==> src/rtl/ring_pkg.sv <==
// Shared types and helpers for the one-hot ring decoder.
package ring_pkg;

   // Widest ring the helper functions handle.
   localparam int unsigned MaxWidth = 64;

   typedef enum logic [1:0] {
      StSearch,
      StTrack,
      StLocked
   } ring_state_e;

   // True when exactly one of the low 'width' bits is set.
   function automatic logic onehot_legal(input logic [MaxWidth-1:0] code,
                                         input int unsigned         width);
      logic [MaxWidth-1:0] mask;
      logic [MaxWidth-1:0] v;
      mask = (width >= MaxWidth) ? '1 : ((MaxWidth'(1) << width) - MaxWidth'(1));
      v    = code & mask;
      return (v != '0) && ((v & (v - MaxWidth'(1))) == '0);
   endfunction

   // Rotate the low 'width' bits left by one (top bit wraps to bit 0).
   function automatic logic [MaxWidth-1:0] rotl(input logic [MaxWidth-1:0] code,
                                                input int unsigned         width);
      logic [MaxWidth-1:0] mask;
      logic [MaxWidth-1:0] v;
      mask = (width >= MaxWidth) ? '1 : ((MaxWidth'(1) << width) - MaxWidth'(1));
      v    = code & mask;
      return ((v << 1) | (v >> (width - 1))) & mask;
   endfunction

endpackage

==> src/rtl/ring_onehot_enc.sv <==
// Combinational one-hot to binary encoder with a legality flag.
module ring_onehot_enc
   import ring_pkg::*;
#(
   parameter int unsigned WIDTH = 4
) (
   input  logic [WIDTH-1:0]         code,
   output logic [$clog2(WIDTH)-1:0] index,
   output logic                     legal
);

   localparam int unsigned IdxW = $clog2(WIDTH);

   // Index of the highest set bit; only meaningful when legal is high.
   always_comb begin
      index = '0;
      for (int unsigned i = 0; i < WIDTH; i++) begin
         if (code[i]) begin
            index = IdxW'(i);
         end
      end
      legal = onehot_legal(MaxWidth'(code), WIDTH);
   end

endmodule

==> src/rtl/ring_decoder.sv <==
// Ring code receiver: binary phase, lock tracking, rotation and error counts.
module ring_decoder
   import ring_pkg::*;
#(
   parameter int unsigned WIDTH    = 4,
   parameter int unsigned LOCK_CNT = 2,
   parameter int unsigned ROT_W    = 8,
   parameter int unsigned ERR_W    = 8
) (
   input  logic                     clk,
   input  logic                     reset,
   input  logic [WIDTH-1:0]         ring_in,
   input  logic                     ring_vld,
   input  logic                     clr,
   output logic [$clog2(WIDTH)-1:0] phase,
   output logic                     phase_vld,
   output logic                     locked,
   output logic                     illegal,
   output logic                     seq_err,
   output logic [ROT_W-1:0]         rot_count,
   output logic [ERR_W-1:0]         err_count
);

   localparam int unsigned IdxW  = $clog2(WIDTH);
   localparam int unsigned GoodW = $clog2(LOCK_CNT + 1);

   ring_state_e        state_q;
   logic [GoodW-1:0]   good_q;
   logic [WIDTH-1:0]   prev_q;
   logic [WIDTH-1:0]   expected;
   logic [IdxW-1:0]    in_index;
   logic               in_legal;
   logic               step_ok;
   logic               good_done;

   ring_onehot_enc #(
      .WIDTH (WIDTH)
   ) u_enc (
      .code  (ring_in),
      .index (in_index),
      .legal (in_legal)
   );

   // Next code in the ring sequence; prev of zero after reset never matches.
   always_comb begin
      expected  = WIDTH'(rotl(MaxWidth'(prev_q), WIDTH));
      step_ok   = in_legal && (ring_in == expected);
      good_done = (int'(good_q) + 1) == int'(LOCK_CNT);
   end

   // FSM, sample history, registered status pulses and counters.
   always_ff @(posedge clk or negedge reset) begin
      if (!reset) begin
         state_q   <= StSearch;
         good_q    <= '0;
         prev_q    <= '0;
         phase     <= '0;
         phase_vld <= 1'b0;
         locked    <= 1'b0;
         illegal   <= 1'b0;
         seq_err   <= 1'b0;
         rot_count <= '0;
         err_count <= '0;
      end else begin
         phase_vld <= 1'b0;
         illegal   <= 1'b0;
         seq_err   <= 1'b0;
         if (ring_vld) begin
            if (in_legal) begin
               prev_q    <= ring_in;
               phase     <= in_index;
               phase_vld <= 1'b1;
            end else begin
               illegal <= 1'b1;
            end
            unique case (state_q)
               StSearch: begin
                  if (in_legal) begin
                     state_q <= StTrack;
                     good_q  <= '0;
                  end
               end
               StTrack: begin
                  if (!in_legal) begin
                     state_q <= StSearch;
                     good_q  <= '0;
                  end else if (step_ok) begin
                     if (good_done) begin
                        state_q <= StLocked;
                        locked  <= 1'b1;
                        good_q  <= '0;
                     end else begin
                        good_q <= good_q + GoodW'(1);
                     end
                  end else begin
                     good_q <= '0;
                  end
               end
               StLocked: begin
                  if (step_ok) begin
                     // A step landing on bit 0 closes one full rotation.
                     if (ring_in[0]) begin
                        rot_count <= rot_count + ROT_W'(1);
                     end
                  end else begin
                     seq_err <= 1'b1;
                     locked  <= 1'b0;
                     good_q  <= '0;
                     state_q <= in_legal ? StTrack : StSearch;
                     if (err_count != '1) begin
                        err_count <= err_count + ERR_W'(1);
                     end
                  end
               end
               default: begin
                  state_q <= StSearch;
                  locked  <= 1'b0;
                  good_q  <= '0;
               end
            endcase
         end
         // Clear overrides any increment scheduled above.
         if (clr) begin
            rot_count <= '0;
            err_count <= '0;
         end
      end
   end

endmodule

==> config.mk <==
export PLATFORM = sky130hd
export DESIGN_NAME = ring_decoder
export DESIGN_NICKNAME = d
export VERILOG_FILES = /design/src/rtl/ring_pkg.sv /design/src/rtl/ring_onehot_enc.sv /design/src/rtl/ring_decoder.sv
export SDC_FILE = /design/constraint.sdc
export NUM_CORES = 1
export LEC_CHECK = 0
export BUFFER_PORTS_ARGS = -buffer_cell sky130_fd_sc_hd__buf_2
export CAP_MARGIN = 15
export CORE_MARGIN = 2
export CORE_UTILIZATION = 60
export DETAILED_ROUTE_END_ITERATION = 16
export PLACE_DENSITY = 0.82
export SLEW_MARGIN = 20
export SYNTH_ARGS = -nofsm -noshare
export SYNTH_HDL_FRONTEND = slang
export SYNTH_HIERARCHICAL = 1
export SYNTH_SLANG_ARGS = --single-unit
==> constraint.sdc <==
create_clock -name clk -period 4.5 [get_ports clk]
set_input_delay 0.9 -clock clk [delete_from_list [all_inputs] [get_ports clk]]
set_output_delay 0.9 -clock clk [all_outputs]
set_load 0.02 [all_outputs]
==> results of run 1 <==
==> registers in the layout, indices dropped and copies added, names as in the netlist <==
signal	count
err_count	8
locked	1
phase_vld	1
prev_q	4
seq_err	1
phase	2
illegal	1
good_q	2
state_q	2
rot_count	8
==> cell families (layout without fill, tap and decap cells) <==
logic type               after synthesis  count (layout)  synth area share (%)
multiplexers                          19              19                  11.8
XOR/XNOR                               5               5                  2.47
buffers and inverters                 17              45                  5.29
AND/OR/NAND/NOR                       67              67                  22.5
flip-flops                            30              30                  42.3
adder cells (fa/ha/maj)                2               2                  1.41
AO/OA/AOI/OAI                         30              30                  14.2
==> placed cells by master (no fill, tap or decap), types with 2 or more instances in the layout <==
cell type and n:
sky130_fd_sc_hd__dfrtp_1 30, sky130_fd_sc_hd__mux2_1 9, sky130_fd_sc_hd__nor4_1 2, sky130_fd_sc_hd__nor3_1 2, sky130_fd_sc_hd__nor2_1 11, sky130_fd_sc_hd__a21oi_1 5, sky130_fd_sc_hd__nand2b_1 5, sky130_fd_sc_hd__nand2_1 10
sky130_fd_sc_hd__o31ai_1 4, sky130_fd_sc_hd__xnor2_1 5, sky130_fd_sc_hd__inv_1 7, sky130_fd_sc_hd__clkbuf_4 5, sky130_fd_sc_hd__nor2b_1 12, sky130_fd_sc_hd__a221oi_1 2, sky130_fd_sc_hd__a211oi_2 2, sky130_fd_sc_hd__buf_2 29
sky130_fd_sc_hd__a31oi_1 3, sky130_fd_sc_hd__or4b_1 2, sky130_fd_sc_hd__ha_1 2, sky130_fd_sc_hd__nand4_2 2, sky130_fd_sc_hd__o21ai_0 4, sky130_fd_sc_hd__o211ai_1 2, sky130_fd_sc_hd__nand3_1 2, sky130_fd_sc_hd__nor3b_1 2
sky130_fd_sc_hd__mux2i_1 3, sky130_fd_sc_hd__or4_1 2, sky130_fd_sc_hd__mux2_2 7, sky130_fd_sc_hd__nand4_1 7
==> metal layers <==
layer | vias up | share of wire [%]
met3 | 5 | 5.5
li1 | 673 | -
met2 | 39 | 50
met4 | 0 | 1.5
met5 | - | 0
met1 | 684 | 43
==> worst max-delay path by stage <==
stage	from	end	slack, ps
4_1_cts	ring_in[3]	rot_count[0]	1950
2_1_floorplan	ring_in[3]	rot_count[0]	1730
3_3_place_gp	ring_in[3]	rot_count[0]	1650
5_1_grt	ring_in[3]	rot_count[7]	1820
6_report	ring_in[3]	rot_count[7]	1930
3_5_place_dp	ring_in[3]	rot_count[0]	1580
==> worst max-delay path: stages <==
cell and delay (ps):
sky130_fd_sc_hd__buf_2 130, sky130_fd_sc_hd__or4b_1 520, sky130_fd_sc_hd__o211ai_1 100, sky130_fd_sc_hd__buf_4 260
sky130_fd_sc_hd__inv_1 150, sky130_fd_sc_hd__nor4_1 360, sky130_fd_sc_hd__mux2_1 350
==> area by class of cell <==
cell class / instances / area [um2] / area share (%)
Clock inverter: 2 / 12.5 / 0.638
Clock buffer: 6 / 51.3 / 2.61
Tap cell: 31 / 38.8 / 1.98
Multi-Input combinational cell: 123 / 930 / 47.4
Sequential cell: 30 / 751 / 38.3
Timing Repair Buffer: 30 / 153 / 7.78
Inverter: 7 / 26.3 / 1.34
==> per-stage QoR <==
step / setup slack, ps / total power, mW / area (um2) / util [%] / cells
3_5_place_dp: 1580 / 0.401 / 1900 / 68.2 / 221
6_report: 1930 / 0.564 / 1960 / 70.5 / 229
4_1_cts: 1950 / 0.572 / 1960 / 70.5 / 229
2_1_floorplan: 1730 / 0.379 / 1770 / - / 170
3_3_place_gp: 1650 / 0.396 / 1900 / 68.2 / 221
5_1_grt: 1820 / 0.598 / 1960 / 70.5 / 229
==> where the power goes <==
group	switching [mW]	leakage [nW]	internal, mW	total [mW]
Clock	0.0947	0.0343	0.0750	0.170
Combinational	0.0592	0.480	0.0377	0.0969
Sequential	0.0110	0.395	0.286	0.297
Total	0.165	0.909	0.399	0.564
==> Yosys cell counts (3+ instances only) <==
library cell | count | area (um2)
sky130_fd_sc_hd__nor2_1 | 11 | 41.3
sky130_fd_sc_hd__nand2_1 | 10 | 37.5
sky130_fd_sc_hd__buf_6 | 3 | 33.8
sky130_fd_sc_hd__o21ai_0 | 4 | 20.0
sky130_fd_sc_hd__a31oi_1 | 3 | 18.8
sky130_fd_sc_hd__inv_1 | 7 | 26.3
sky130_fd_sc_hd__o31ai_1 | 4 | 30.0
sky130_fd_sc_hd__xnor2_1 | 5 | 43.8
sky130_fd_sc_hd__mux2_2 | 7 | 78.8
sky130_fd_sc_hd__a21oi_1 | 5 | 25.0
sky130_fd_sc_hd__dfrtp_1 | 30 | 751
sky130_fd_sc_hd__nand2b_1 | 5 | 31.3
sky130_fd_sc_hd__clkbuf_1 | 3 | 11.3
sky130_fd_sc_hd__nor2b_1 | 12 | 75.1
sky130_fd_sc_hd__nand4_1 | 7 | 43.8
sky130_fd_sc_hd__buf_2 | 3 | 15.0
sky130_fd_sc_hd__mux2i_1 | 3 | 30.0
sky130_fd_sc_hd__mux2_1 | 9 | 101
==> key figures, run 1 <==
Logic synthesis
  • Sequential area share after synthesis: 42.3%
  • Synthesized net count: 180
  • Post-synthesis cell type count: 46
  • Gate count after technology mapping: 170
  • Most common flop cell mapped by yosys: sky130_fd_sc_hd__dfrtp_1
  • Avg Inst Size Synth: 10.4 um2
  • Flip-flop and latch count after synthesis: 30
  • Post-synthesis instance area: 0.00177 mm2
  • Fraction of registers with async set or reset after synthesis: 100%
  • Total number of yosys warnings: 6
  • EDFF count, synth: 0

Finish
  • Antenna Cells: 0
  • Number of nets in the final layout: 207
  • Number of filler instances in the final layout: 213
  • Signed area change from the synthesized netlist to the final layout: 10.6%
  • Share of cells above drive strength 1: 27.8%

CTS
  • Post-CTS sizing: 0
  • H-tree lvl count: 2
  • Total clock buffers created by CTS: 5
  • Setup Buffers After CTS: 0
  • Clock tree from TritonCTS: built
  • Clock slew at the register clock pins of the worst setup and hold paths: 90 ps
  • Clock Latency Late Sink: 340 ps
  • Root Driver: sky130_fd_sc_hd__clkbuf_4
  • Number of buffers inserted for hold repair after clock tree synthesis: 0
  • Max Buffers Root-to-Sink: 2
  • Total number of clock tree sinks: 30

Critical path
  • Number of cells on the worst reg-to-reg path: 4
  • Worst endpoint data arrival time: 2790 ps
  • Largest driver fanout on the critical path: 16
  • Worst path required time: 4720 ps
  • Critical register-to-register path endpoint: rot_count[7]
  • Critical path launch point type: input pin
  • Crit. End Element: flop
  • Flop2flop setup slack: 2610 ps
  • Startpoint of the worst register-to-register path: prev_q[1]
  • Critical path type: input pin to flop

Drt
  • Number of DRC markers in iteration 0: 69
  • Total DRC errors in the routed layout: 0
  • Total routed wirelength: 3.42 mm
  • Detailed Routing Iterations Pass 1: 4
  • Wire per inst: 14.9 um
  • Antenna viol nets, final: 0
  • Routed vias/inst: 6.12
  • Number of vias in the routed layout: 1401

Global routing
  • Most utilized layer in the global route result: met2
  • Total overflow reported by the global router: 0
  • Overall fraction of global-route tracks in use: 23.0%
  • Number of antenna violations at the first check in global routing: 0
  • Global-route wire length before repair: 5.89 mm
  • Largest net degree at the start of global routing: 31
  • Met1 Track Usage GR: 30.6%
  • Routing usage on met3: 5.93%
  • Met2 usage: 35.8%
  • Vias in the first global route: 1294

Power and ir drop
  • Power density over the cells: 287 mW/mm2
  • Worst vdd rail ir drop: 0.315 mV
  • Leakage power: 0.909 nW

Timing
  • Final setup violation count: 0
  • Sum of negative setup slack: 0 ps
  • Clock Skews: 9.31 ps
  • Pin slew with the least headroom to its limit: 652 ps
  • Final hold violations: 0
  • Final worst-path cycle share: 57.2%
  • Worst hold margin: 511 ps
  • Fmax achieved: 388 MHz
  • RSZ-0062 raised after global routing: no
  • Max-slew headroom at the worst pin: 56.5%
  • Total count of max-transition violations in the final report: 0
  • Clock period minus final worst setup slack: 2570 ps

Placement
  • Global placement routability congestion: 0.818
  • Dpl hpwl: 2.50 mm
  • Port-buffer cells: 29

Worst hold path
  • Launch point of the worst hold path: phase[0]
  • Worst Hold Endpoint: phase[0]
  • Cell depth of the worst min-delay path: 1
  • Path class of the lowest-slack min-delay path: flop to flop

Floorplanning
  • Die boundary width: 58.4 um
  • Total core area: 0.00278 mm2
  • Die Y: 58.4 um
  • Effective utilization at floorplan: 63.8%
  • Number of cell rows: 19
  • Die Area: 0.00341 mm2
  • Top-Level Pins: 30

Run status
  • Outcome: complete, no violations

Flow run
  • Total of max-cap violations: 0
Note: power is estimated with default switching activity, not from simulation.
==> run 2: changes to the inputs <==
--- a/config.mk
+++ b/config.mk
@@ -5,12 +5,13 @@
 export SDC_FILE = /design/constraint.sdc
 export NUM_CORES = 1
 export LEC_CHECK = 0
+export ABC_AREA = 1
 export BUFFER_PORTS_ARGS = -buffer_cell sky130_fd_sc_hd__buf_2
 export CAP_MARGIN = 15
 export CORE_MARGIN = 2
-export CORE_UTILIZATION = 60
+export CORE_UTILIZATION = 55
 export DETAILED_ROUTE_END_ITERATION = 16
-export PLACE_DENSITY = 0.82
+export PLACE_DENSITY = 0.76
 export SLEW_MARGIN = 20
 export SYNTH_ARGS = -nofsm -noshare
 export SYNTH_HDL_FRONTEND = slang
==> constraint.sdc (replaced) <==
create_clock -name clk -period 2.37 [get_ports clk]
set_input_delay 0.474 -clock clk [delete_from_list [all_inputs] [get_ports clk]]
set_output_delay 0.474 -clock clk [all_outputs]
set_load 0.02 [all_outputs]
==> key figures, run 2 <==
Power and ir drop
  • Power density over the cells: 682 mW/mm2 (+140%)
  • Internal portion of total power: 0.851 mW (+110%)
  • Switching pwr: 0.502 mW (+200%)
  • Clock network fraction of total power: 23.7% (-6.4 points)
  • Leakage power: 1.12 nW (+24%)
  • Worst vdd rail ir drop: 0.394 mV (+25%)
  • Share of power burned in registers: 48.0% (-4.7 points)
  • Part of the power in combinational logic: 28.3% (+11 points)
  • Switching part of the total: 37.1% (+7.8 points)

Flow run
  • Total of max-cap violations: 0 (unchanged)

Critical path
  • Critical path launch point type: flop
  • Timing startpoint of the critical path: err_count[0]
  • Startpoint of the worst register-to-register path: err_count[0]
  • Critical path type: flop to flop
  • Crit. End Element: flop
  • Largest driver fanout on the critical path: 9 (-7)
  • Flop2flop setup slack: 760 ps (-1850 ps)
  • Worst path required time: 2590 ps (-2130 ps)
  • Worst endpoint data arrival time: 1830 ps (-960 ps)

Timing
  • Clock Skews: 15.5 ps (+6.19 ps)
  • Fmax achieved: 620 MHz
  • Final worst-path cycle share: 68.1%
  • Sum of negative setup slack: 0 ps (unchanged)
  • Final setup violation count: 0 (unchanged)
  • Final hold violations: 0 (unchanged)
  • RSZ-0062 raised after global routing: no
  • Pin slew with the least headroom to its limit: 642 ps (-9.72 ps)
  • Total count of max-transition violations in the final report: 0 (unchanged)
  • Max-slew headroom at the worst pin: 57.2% (+0.65 points)
  • Clock period minus final worst setup slack: 1610 ps

Run status
  • Outcome: complete, no violations

Logic synthesis
  • Fraction of registers with async set or reset after synthesis: 100% (unchanged)
  • Most frequent cell after synthesis: sky130_fd_sc_hd__nand2_1
  • Synthesized-area fraction occupied by and/or/nand/nor cells: 40.0% (+17 points)
  • Total number of yosys warnings: 6 (unchanged)
  • Sequential area share after synthesis: 43.3% (+0.98 points)
  • Mux contribution to synthesized area: 0% (-12 points)
  • Share of Yosys cell area claimed by the top area cell type: 43.3% (+0.98 points)
  • Most common flop cell mapped by yosys: sky130_fd_sc_hd__dfrtp_1
  • Top post-synthesis cells by count: sky130_fd_sc_hd__nand2_1, sky130_fd_sc_hd__dfrtp_1, sky130_fd_sc_hd__nand3_1, sky130_fd_sc_hd__nor2_1, sky130_fd_sc_hd__inv_1
  • Xor/xnor cell area share of the yosys netlist: 4.55% (+2.1 points)
  • Synth Area in Compound Gates: 4.11% (-10 points)
  • Synthesized net count: 244 (+36%)
  • Share of synthesized cell area in full adder, half adder and majority cells: 1.44% (+0.033 points)
  • Gate count after technology mapping: 234 (+38%)
  • Post-synth top area cell: sky130_fd_sc_hd__dfrtp_1
  • EDFF count, synth: 0 (unchanged)
  • Avg Inst Size Synth: 7.41 um2 (-29%)
  • Post-synthesis cell type count: 26 (-43%)
  • Ranking of synthesized cells by area: sky130_fd_sc_hd__dfrtp_1, sky130_fd_sc_hd__nand2_1, sky130_fd_sc_hd__nand3_1
  • Post-synthesis instance area: 0.00173 mm2 (-2.3%)
  • Main combinational cell family by area after synthesis: simple AND/OR/NAND/NOR gates
  • Flip-flop and latch count after synthesis: 30 (unchanged)

Global routing
  • Number of antenna violations at the first check in global routing: 0 (unchanged)
  • Overall fraction of global-route tracks in use: 21.6% (-1.3 points)
  • Largest net degree at the start of global routing: 31 (unchanged)
  • Vias in the first global route: 1367 (+5.6%)
  • Total overflow reported by the global router: 0 (unchanged)
  • Global-route wire length before repair: 5.84 mm (-0.82%)

Floorplanning
  • Effective utilization at floorplan: 57.3% (-6.5 points)
  • Die Y: 60.2 um (+3.0%)
  • Total core area: 0.00303 mm2 (+8.9%)
  • Top-Level Pins: 30 (unchanged)
  • Number of cell rows: 20 (+1)
  • Die boundary width: 60.2 um (+3.0%)
  • Die Area: 0.00362 mm2 (+6.2%)

CTS
  • H-tree lvl count: 2 (unchanged)
  • Clock slew at the register clock pins of the worst setup and hold paths: 100 ps (about the same)
  • Clock Latency Late Sink: 330 ps (about the same)
  • Total clock buffers created by CTS: 5 (unchanged)
  • Number of buffers inserted for hold repair after clock tree synthesis: 0 (unchanged)
  • Root Driver: sky130_fd_sc_hd__clkbuf_4
  • Total number of clock tree sinks: 30 (unchanged)
  • Clock tree from TritonCTS: built
  • Setup Buffers After CTS: 0 (unchanged)
  • Max Buffers Root-to-Sink: 2 (unchanged)
  • Post-CTS sizing: 0 (unchanged)

Placement
  • Number of cells after detailed placement: 304 (+38%)
  • Global placement routability congestion: 0.881 (+7.7%)
  • Port-buffer cells: 29 (unchanged)
  • Dpl hpwl: 2.31 mm (-7.4%)

Drt
  • Number of vias in the routed layout: 1513 (+8.0%)
  • Antenna viol nets, final: 0 (unchanged)
  • Total routed wirelength: 3.18 mm (-6.8%)
  • Total DRC errors in the routed layout: 0 (unchanged)
  • Routed vias/inst: 4.85 (-21%)
  • Detailed Routing Iterations Pass 1: 4 (unchanged)
  • Number of DRC markers in iteration 0: 55 (-20%)
  • Wire per inst: 10.2 um (-32%)

Finish
  • Most frequent cells in the layout: sky130_fd_sc_hd__nand2_1, sky130_fd_sc_hd__dfrtp_1, sky130_fd_sc_hd__buf_2
  • Antenna Cells: 0 (unchanged)
  • Share of cells above drive strength 1: 20.1% (-7.6 points)
  • Signed area change from the synthesized netlist to the final layout: 14.4%
  • Number of nets in the final layout: 277 (+34%)
  • Most common cell after layout, fill and taps aside: sky130_fd_sc_hd__nand2_1
  • Final cell utilization of the core: 65.5% (-5.0 points)
  • Final Non-Filler Cells: 312 (+36%)
  • Biggest registers after layout: err_count x8, rot_count x8, prev_q x4

Worst hold path
  • Path class of the lowest-slack min-delay path: input pin to asynchronous set/reset pin
[run 2: cell types whose count changed after synthesis, moves of 4 or more]
cell | previous run | this run
sky130_fd_sc_hd__nand2_1 | 10 | 80
sky130_fd_sc_hd__nand3_1 | 2 | 24
sky130_fd_sc_hd__inv_1 | 7 | 23
sky130_fd_sc_hd__nor2_1 | 11 | 24
sky130_fd_sc_hd__nor2b_1 | 12 | 0
sky130_fd_sc_hd__mux2_1 | 9 | 0
sky130_fd_sc_hd__mux2_2 | 7 | 0
sky130_fd_sc_hd__xor2_1 | 0 | 7
sky130_fd_sc_hd__nand2b_1 | 5 | 0
sky130_fd_sc_hd__nand4_1 | 7 | 3
sky130_fd_sc_hd__o21ai_1 | 0 | 4
sky130_fd_sc_hd__o31ai_1 | 4 | 0
[run 2: final timing paths]
kind / end / depth (start not counted)
setup / recovery: err_count[2] / 10
hold / removal: prev_q[0] / 1
setup reg to reg: err_count[2] / 10
hold reg to reg: good_q[1] / 2
max in group asynchronous: rot_count[7] / 1
min in group clk: seq_err / 3
[run 2: final cells by class]
cell class / count / area (um2)
fill: 274 / 1040
sequential: 30 / 751
tap: 44 / 55.1
timing repair buffer: 30 / 153
multi-input combinational: 174 / 868
inverter: 26 / 97.6
clock buffer: 7 / 55.1
clock inverter: 1 / 5.00
[run 2: power by group through the flow]
stage	Sequential, mW	Clock [mW]	Combinational, mW
after floorplan	0.694	0	0.240
after global placement	0.659	0	0.381
after detailed placement	0.656	0	0.386
after CTS	0.648	0.335	0.386
after global routing	0.660	0.359	0.447
final	0.649	0.321	0.383
[run 2: logic make-up (layout without fill, tap and decap cells)]
family,count (synthesis),in the layout
simple gates,149,149
buf+inv,30,64
fa+ha+maj,2,2
flops,30,30
xor+xnor,9,9
compound gates,14,14
[run 2: worst max-delay path, cell delays in order (launching register included)]
cell and delay, ps:
sky130_fd_sc_hd__dfrtp_1 440, sky130_fd_sc_hd__ha_1 200, sky130_fd_sc_hd__nand2_1 50, sky130_fd_sc_hd__inv_1 60, sky130_fd_sc_hd__nand2_1 70, sky130_fd_sc_hd__nor2_1 170, sky130_fd_sc_hd__nand2_1 120, sky130_fd_sc_hd__nand4_4 180
sky130_fd_sc_hd__nand2_4 100, sky130_fd_sc_hd__nand2_1 70, sky130_fd_sc_hd__nand2_1 40
[run 2: layer usage]
| metal | up-vias | track usage, % | share of wire, % |
|---|---|---|---|
| met5 | - | 0 | 0 |
| met3 | 6 | 6.93 | 4.9 |
| li1 | 802 | - | - |
| met1 | 673 | 29.5 | 48 |
| met4 | 0 | 6.35 | 1.4 |
| met2 | 32 | 32.8 | 45 |
[run 2: per-stage QoR]
stage	cell area [um2]	hold WS, ps	total power [mW]	setup WS (ps)
2_1_floorplan	1730	178	0.934	817
3_3_place_gp	1920	447	1.04	507
3_5_place_dp	1920	465	1.04	421
4_1_cts	1980	177	1.37	771
5_1_grt	1980	207	1.47	560
6_report	1980	154	1.35	757
